===== config.mk =====
export PLATFORM = sky130hd
export DESIGN_NAME = edge_row_cache
export DESIGN_NICKNAME = d
export VERILOG_FILES = /design/src/rtl/edge_row_cache.sv
export SDC_FILE = /design/constraint.sdc
export NUM_CORES = 1
export LEC_CHECK = 0
export ABC_AREA = 1
export BUFFER_PORTS_ARGS = -buffer_cell sky130_fd_sc_hd__buf_2
export CAP_MARGIN = 0
export CORE_MARGIN = 4
export CORE_UTILIZATION = 33
export DETAILED_ROUTE_END_ITERATION = 8
export MAX_ROUTING_LAYER = met4
export SYNTH_ARGS = -nofsm -noshare
export SYNTH_HDL_FRONTEND = slang
export SYNTH_SLANG_ARGS = --single-unit

===== constraint.sdc =====
create_clock -name clock -period 9.5 [get_ports clock]
set_input_delay 1.9 -clock clock [delete_from_list [all_inputs] [get_ports clock]]
set_output_delay 1.9 -clock clock [all_outputs]
set_load 0.005 [all_outputs]

===== src/rtl/edge_row_cache.sv =====
// edge_row_cache
//   Set-associative cache of complete adjacency-matrix rows for the Dijkstra
//   datapath. It answers (from_node, to_node) edge queries over a valid/ready
//   handshake. On a miss it refills a whole row from memory, choosing the line
//   to replace in round-robin order. The response leaves as soon as the
//   requested column arrives (early restart), and the rest of the row keeps
//   streaming in behind it.
//
// Ports
//   clock, reset            rising-edge clock, synchronous active-high reset
//   base_address            matrix base address, sampled while reset is high
//   number_of_nodes         matrix dimension N, sampled while reset is high
//   invalidate              pulse: drop every cached row
//   query_valid/query_ready request handshake; from_node = row, to_node = column
//   resp_valid              one-cycle response strobe
//   resp_error, hit         qualify resp_valid (out-of-range / served from cache)
//   edge_value              edge weight (0 on error)
//   mem_addr, mem_read_enable   read request; both are driven to 0 when not filling
//   mem_read_ready, mem_data    read data valid strobe and data
module edge_row_cache #(
   parameter int MAX_NODES   = 16,
   parameter int INDEX_WIDTH = 4,
   parameter int VALUE_WIDTH = 8,
   parameter int MADDR_WIDTH = 16,
   parameter int MDATA_WIDTH = 16,
   parameter int NUM_ROWS    = 4,
   parameter int ELEM_BYTES  = 2
) (
   input  logic                   clock,
   input  logic                   reset,
   input  logic [MADDR_WIDTH-1:0] base_address,
   input  logic [INDEX_WIDTH-1:0] number_of_nodes,
   input  logic                   invalidate,
   input  logic                   query_valid,
   output logic                   query_ready,
   input  logic [INDEX_WIDTH-1:0] from_node,
   input  logic [INDEX_WIDTH-1:0] to_node,
   output logic                   resp_valid,
   output logic                   resp_error,
   output logic [VALUE_WIDTH-1:0] edge_value,
   output logic                   hit,
   output logic [MADDR_WIDTH-1:0] mem_addr,
   output logic                   mem_read_enable,
   input  logic                   mem_read_ready,
   input  logic [MDATA_WIDTH-1:0] mem_data
);

   localparam int PTR_W = (NUM_ROWS > 1) ? $clog2(NUM_ROWS) : 1;

   localparam logic [1:0] S_IDLE   = 2'd0;
   localparam logic [1:0] S_LOOKUP = 2'd1;
   localparam logic [1:0] S_FILL   = 2'd2;
   localparam logic [1:0] S_DRAIN  = 2'd3;

   logic [1:0]                                            state_q, state_d;
   logic [MADDR_WIDTH-1:0]                                base_q, base_d;
   logic [INDEX_WIDTH-1:0]                                nodes_q, nodes_d;
   logic [INDEX_WIDTH-1:0]                                from_q, from_d;
   logic [INDEX_WIDTH-1:0]                                to_q, to_d;
   logic [INDEX_WIDTH-1:0]                                column_q, column_d;
   logic [NUM_ROWS-1:0]                                   valid_q, valid_d;
   logic [NUM_ROWS-1:0][INDEX_WIDTH-1:0]                  tag_q, tag_d;
   logic [NUM_ROWS-1:0][MAX_NODES-1:0][VALUE_WIDTH-1:0]   line_q, line_d;
   logic [PTR_W-1:0]                                      victim_ptr_q, victim_ptr_d;
   logic [PTR_W-1:0]                                      fill_line_q, fill_line_d;
   logic                                                  inval_pend_q, inval_pend_d;
   logic                                                  early_valid_q, early_valid_d;
   logic [VALUE_WIDTH-1:0]                                early_value_q, early_value_d;

   logic                   out_of_range;
   logic                   lookup_hit;
   logic [PTR_W-1:0]       hit_line;
   logic                   free_found;
   logic [PTR_W-1:0]       free_line;
   logic [PTR_W-1:0]       victim;
   logic [VALUE_WIDTH-1:0] hit_value;
   logic [MADDR_WIDTH-1:0] elem_index;
   logic [MADDR_WIDTH-1:0] fill_addr;
   logic                   unused_mem_bits;

   // Only the low VALUE_WIDTH bits of a memory word hold the edge weight.
   assign unused_mem_bits = ^mem_data;

   // Tag match and the lowest free line, both over the current line state.
   always_comb begin
      lookup_hit = 1'b0;
      hit_line   = '0;
      free_found = 1'b0;
      free_line  = '0;
      for (int i = 0; i < NUM_ROWS; i++) begin
         if (valid_q[i] && (tag_q[i] == from_q) && !lookup_hit) begin
            lookup_hit = 1'b1;
            hit_line   = PTR_W'(i);
         end
         if (!valid_q[i] && !free_found) begin
            free_found = 1'b1;
            free_line  = PTR_W'(i);
         end
      end
   end

   assign out_of_range = (from_q >= nodes_q) || (to_q >= nodes_q);
   assign hit_value    = line_q[hit_line][to_q];
   assign victim       = free_found ? free_line : victim_ptr_q;

   // Row-major element address. All terms are truncated to MADDR_WIDTH, so
   // the address wraps modulo 2^MADDR_WIDTH.
   assign elem_index = MADDR_WIDTH'(from_q) * MADDR_WIDTH'(nodes_q) + MADDR_WIDTH'(column_q);
   assign fill_addr  = base_q + elem_index * MADDR_WIDTH'(ELEM_BYTES);

   always_comb begin
      state_d       = state_q;
      base_d        = reset ? base_address : base_q;
      nodes_d       = reset ? number_of_nodes : nodes_q;
      from_d        = from_q;
      to_d          = to_q;
      column_d      = column_q;
      valid_d       = valid_q;
      tag_d         = tag_q;
      line_d        = line_q;
      victim_ptr_d  = victim_ptr_q;
      fill_line_d   = fill_line_q;
      early_valid_d = 1'b0;
      early_value_d = '0;

      case (state_q)
         S_IDLE: begin
            if (query_valid) begin
               from_d  = from_node;
               to_d    = to_node;
               state_d = S_LOOKUP;
            end
         end
         S_LOOKUP: begin
            if (out_of_range || lookup_hit) begin
               state_d = S_IDLE;
            end else begin
               // The round-robin pointer advances on every miss, even when a
               // free line absorbs the fill.
               victim_ptr_d    = (victim_ptr_q == PTR_W'(NUM_ROWS - 1)) ? '0 : victim_ptr_q + 1'b1;
               valid_d[victim] = 1'b0;
               tag_d[victim]   = from_q;
               fill_line_d     = victim;
               column_d        = '0;
               state_d         = S_FILL;
            end
         end
         S_FILL: begin
            if (mem_read_ready) begin
               line_d[fill_line_q][column_q] = mem_data[VALUE_WIDTH-1:0];
               if (column_q == to_q) begin
                  early_valid_d = 1'b1;
                  early_value_d = mem_data[VALUE_WIDTH-1:0];
               end
               if (column_q == nodes_q - 1'b1) begin
                  valid_d[fill_line_q] = 1'b1;
                  state_d              = S_DRAIN;
               end else begin
                  column_d = column_q + 1'b1;
               end
            end
         end
         default: state_d = S_IDLE;   // DRAIN: the early response (if any) goes out now
      endcase

      // An invalidate seen outside IDLE waits until the current query is done.
      // Applying it on entry to IDLE (or in IDLE) also makes a same-cycle
      // accept look up an empty cache.
      inval_pend_d = inval_pend_q | invalidate;
      if ((state_q == S_IDLE || state_d == S_IDLE) && inval_pend_d) begin
         valid_d      = '0;
         inval_pend_d = 1'b0;
      end
   end

   always_ff @(posedge clock) begin
      if (reset) begin
         state_q       <= S_IDLE;
         base_q        <= base_d;
         nodes_q       <= nodes_d;
         from_q        <= '0;
         to_q          <= '0;
         column_q      <= '0;
         valid_q       <= '0;
         tag_q         <= '0;
         victim_ptr_q  <= '0;
         fill_line_q   <= '0;
         inval_pend_q  <= 1'b0;
         early_valid_q <= 1'b0;
         early_value_q <= '0;
      end else begin
         state_q       <= state_d;
         base_q        <= base_d;
         nodes_q       <= nodes_d;
         from_q        <= from_d;
         to_q          <= to_d;
         column_q      <= column_d;
         valid_q       <= valid_d;
         tag_q         <= tag_d;
         victim_ptr_q  <= victim_ptr_d;
         fill_line_q   <= fill_line_d;
         inval_pend_q  <= inval_pend_d;
         early_valid_q <= early_valid_d;
         early_value_q <= early_value_d;
      end
   end

   // Line data needs no reset. A line's contents are only read after its
   // valid bit has been set by a complete fill.
   always_ff @(posedge clock) begin
      if (!reset) line_q <= line_d;
   end

   // A LOOKUP response and an early-restart response can never overlap:
   // early_valid_q is only set while filling, and LOOKUP follows IDLE.
   assign query_ready     = (state_q == S_IDLE);
   assign resp_error      = (state_q == S_LOOKUP) && out_of_range;
   assign hit             = (state_q == S_LOOKUP) && !out_of_range && lookup_hit;
   assign resp_valid      = resp_error || hit || early_valid_q;
   assign edge_value      = hit ? hit_value : early_value_q;
   assign mem_read_enable = (state_q == S_FILL);
   assign mem_addr        = (state_q == S_FILL) ? fill_addr : '0;

endmodule


==> flow_summary.json <==
{
  "run_status": "complete, no violations",
  "area_growth_syn_to_layout_pct": 10.7,
  "max_cap_viol_count": 0,
  "fin_crit_sh_pct": 80.5,
  "cp.arrival_ns": 5.74,
  "fin_skew_ns": 0.0349,
  "synth_warnings": 0,
  "powerDensity_nw_per_um2": 177,
  "cp_num_buf_inv": 4,
  "htreeDepth": 2,
  "cpPeakStageDelay_ns": 0.69,
  "worst_hold_slack_ns": 0.460,
  "dr.pass1.iters": 5,
  "layout_common_cells": "nand3_1 (564), edfxtp_1 (532), nand2_1 (453)",
  "p_clk_share_pct": 40.9,
  "first_global_vias": 17854,
  "post_cts_buffers": 0,
  "internal_power_w": 0.00409,
  "stdcell_count": 3757,
  "route.met3.wl_um": 4950,
  "layout-drive-gt1-share_pct": 6.90,
  "drv_slew": 0,
  "dr_wl_met2_um": 31200,
  "rsz0062_at_grt": "no",
  "hold_viol_final": 0,
  "io_buffers": 69,
  "io_pins": 78,
  "synth_area_per_cell_um2": 10.3,
  "worstMarginPinSlew_ns": 1.12,
  "clkTransAtPathRegs_ns": 0.06,
  "synth.distinct_cells": 39,
  "dp_hpwl_um": 38700,
  "viasPerCell": 4.99,
  "syn-num-nets": 2755,
  "rows": 104,
  "start_kind": "flop",
  "fillCellCount": 7931,
  "required_ns": 7.60,
  "layout.cells.most_common": "nand3_1",
  "place.gp.congestion": 0.882,
  "num-nets-final": 2756,
  "cts_tree": "done",
  "ctsResizeCount": 0,
  "syn_inst": 2651,
  "p_leak_nw": 12.0,
  "cts_buffers": 60,
  "routed.top_layer": "met4",
  "critPathMostFrequentCell": "nand2_1",
  "dp.cells": 3650,
  "fin_setup_tns_ns": 0,
  "grt_max_degree": 183,
  "wl_per_cell_um": 18.4,
  "synth-seq-cells": 580,
  "clk_latency_ns": 0.66,
  "power_w": 0.00534,
  "switching_power_w": 0.00125,
  "comb_power_share_pct": 6.2,
  "clock-sinks": 580,
  "fp.dieH_um": 295,
  "grt.total_usage_pct": 16.1,
  "cp_max_fo": 14,
  "gr-total-overflow": 0,
  "hold_class": "reg -> reg",
  "cts_buffer_depth": 3,
  "fp.dieW_um": 295,
  "cp-end-kind": "primary output",
  "antenna_found_initial": 0,
  "vdd_drop_max_v": 0.000138,
  "grt_pass1_wl_um": 106000,
  "setup_violations": 0,
  "switching_share_pct": 23.5,
  "core_area_um2": 81100,
  "syn_area_um2": 27200,
  "drt-total-wl_um": 69100,
  "root_buffer": "clkbuf_16",
  "clock.fmax_mhz": 131,
  "synth-seq-area-share_pct": 62.3,
  "start_util_pct": 33.5,
  "max_slew_margin_pct": 25.2,
  "drc": 0,
  "critPathTopFamily": "adder cells",
  "crit_type": "reg -> out",
  "dieArea_um2": 87000,
  "cp_slowest_cell": "dfxtp_1",
  "antenna_cells": 0,
  "postRouteAntennaNets": 0,
  "wl_met1_um": 31400,
  "period_needed_ns": 7.64,
  "seqPwrFrac_pct": 52.9,
  "drt_iter0_drc": 1653,
  "hold_buffers": 0,
  "vias": 18743
}
[worst register-to-register path, stage by stage, from the launching register on]
cell	delay [ns]
dfxtp_1	0.33
inv_1	0.05
nor2_1	0.20
buf_4	0.25
inv_1	0.25
nor2_1	0.27
nand2_1	0.17
nor2_1	0.53
nand3_1	0.37
nor2_1	0.80
[routing by layer]
| metal | vias up | track usage [%] |
|---|---|---|
| met1 | 9015 | 22.6 |
| li1 | 8983 | - |
| met5 | - | - |
| met4 | 0 | 4.24 |
| met3 | 111 | 2.61 |
| met2 | 634 | 24.6 |
[final cells by class]
type                    instances  area (um^2)  share of cell area [%]
clock buffers                  76         1560                    5.19
clock inverters                31          226                   0.753
inverters                     386         1450                    4.83
multi-input cells            1531         8010                    26.6
flip-flops and latches        580        16900                    56.3
well taps                    1060         1330                    4.41
repair buffers                 93          576                    1.91
[cell families after synthesis]
logic type      count (synthesis)  synth area share, %
buf+inv                       540                 8.29
simple gates                 1339                 23.8
xor+xnor                       12                0.387
compound gates                125                 2.44
fa+ha+maj                      55                 2.75
flops                         580                 62.3
[flip-flops by register name, indices dropped and copies added (netlist names), 2 cells and up]
register / cells
line_q: 512
tag_q: 16
column_q: 4
base_q: 16
valid_q: 4
early_value_q: 8
from_q: 4
fill_line_q: 2
victim_ptr_q: 2
state_q: 2
nodes_q: 4
to_q: 4
[synthesized netlist by cell type]
library cell | count | area, um^2
buf_2 | 76 | 380
nor3_1 | 12 | 60.1
buf_1 | 27 | 101
nand3_1 | 564 | 2820
o22ai_1 | 4 | 25.0
nand3b_4 | 1 | 20.0
ha_1 | 47 | 588
o21ai_0 | 45 | 225
nand2_1 | 453 | 1700
nand3_2 | 1 | 10.0
a21oi_1 | 56 | 280
nor2_2 | 1 | 6.26
nand4_1 | 4 | 25.0
edfxtp_1 | 532 | 16000
nor3_2 | 2 | 20.0
o211ai_1 | 2 | 15.0
a31oi_1 | 5 | 31.3
buf_4 | 18 | 135
nand2_4 | 2 | 22.5
buf_6 | 8 | 90.1
o21a_1 | 2 | 15.0
a21boi_0 | 1 | 7.51
clkbuf_1 | 24 | 90.1
a211oi_1 | 3 | 22.5
nand3b_1 | 173 | 1300
clkbuf_4 | 1 | 7.51
clkinv_1 | 7 | 26.3
nand3b_2 | 1 | 11.3
xor2_1 | 8 | 70.1
fa_1 | 8 | 160
or3_1 | 1 | 6.26
xnor2_1 | 4 | 35.0
inv_2 | 3 | 11.3
o31ai_1 | 2 | 15.0
inv_1 | 376 | 1410
nor2_1 | 124 | 465
dfxtp_1 | 48 | 961
o21ai_1 | 4 | 20.0
o21bai_1 | 1 | 7.51
[power groups by stage]
stage	Clock (W)	Combinational (W)	Sequential, W
4_1_cts	0.00222	0.000330	0.00283
6_report	0.00218	0.000331	0.00283
5_1_grt	0.00233	0.000366	0.00283
3_5_place_dp	0	0.000328	0.00288
3_3_place_gp	0	0.000323	0.00288
2_1_floorplan	0	0.000196	0.00286
[stage by stage]
step                      instance area, um^2  setup slack (ns)  util (%)
after global routing                    30100              1.33      37.1
after floorplan                         27200              3.20         -
after detailed placement                28300              2.56      34.9
after CTS                               30100              1.82      37.1
after global placement                  28300              2.54      34.9
final                                   30100              1.86      37.1
[path summary, 6_finish.rpt]
path | end | depth (start not counted) | slack, ns | startpoint
setup / recovery | mem_addr[14] | 27 | 1.86 | from_q[1]
hold reg to reg | tag_q[11] | 2 | 0.46 | tag_q[11]
hold / removal | tag_q[11] | 2 | 0.46 | tag_q[11]
setup reg to reg | line_q[360] | 9 | 5.91 | state_q[1]
No activity file was read; power rests on OpenSTA's default activity.
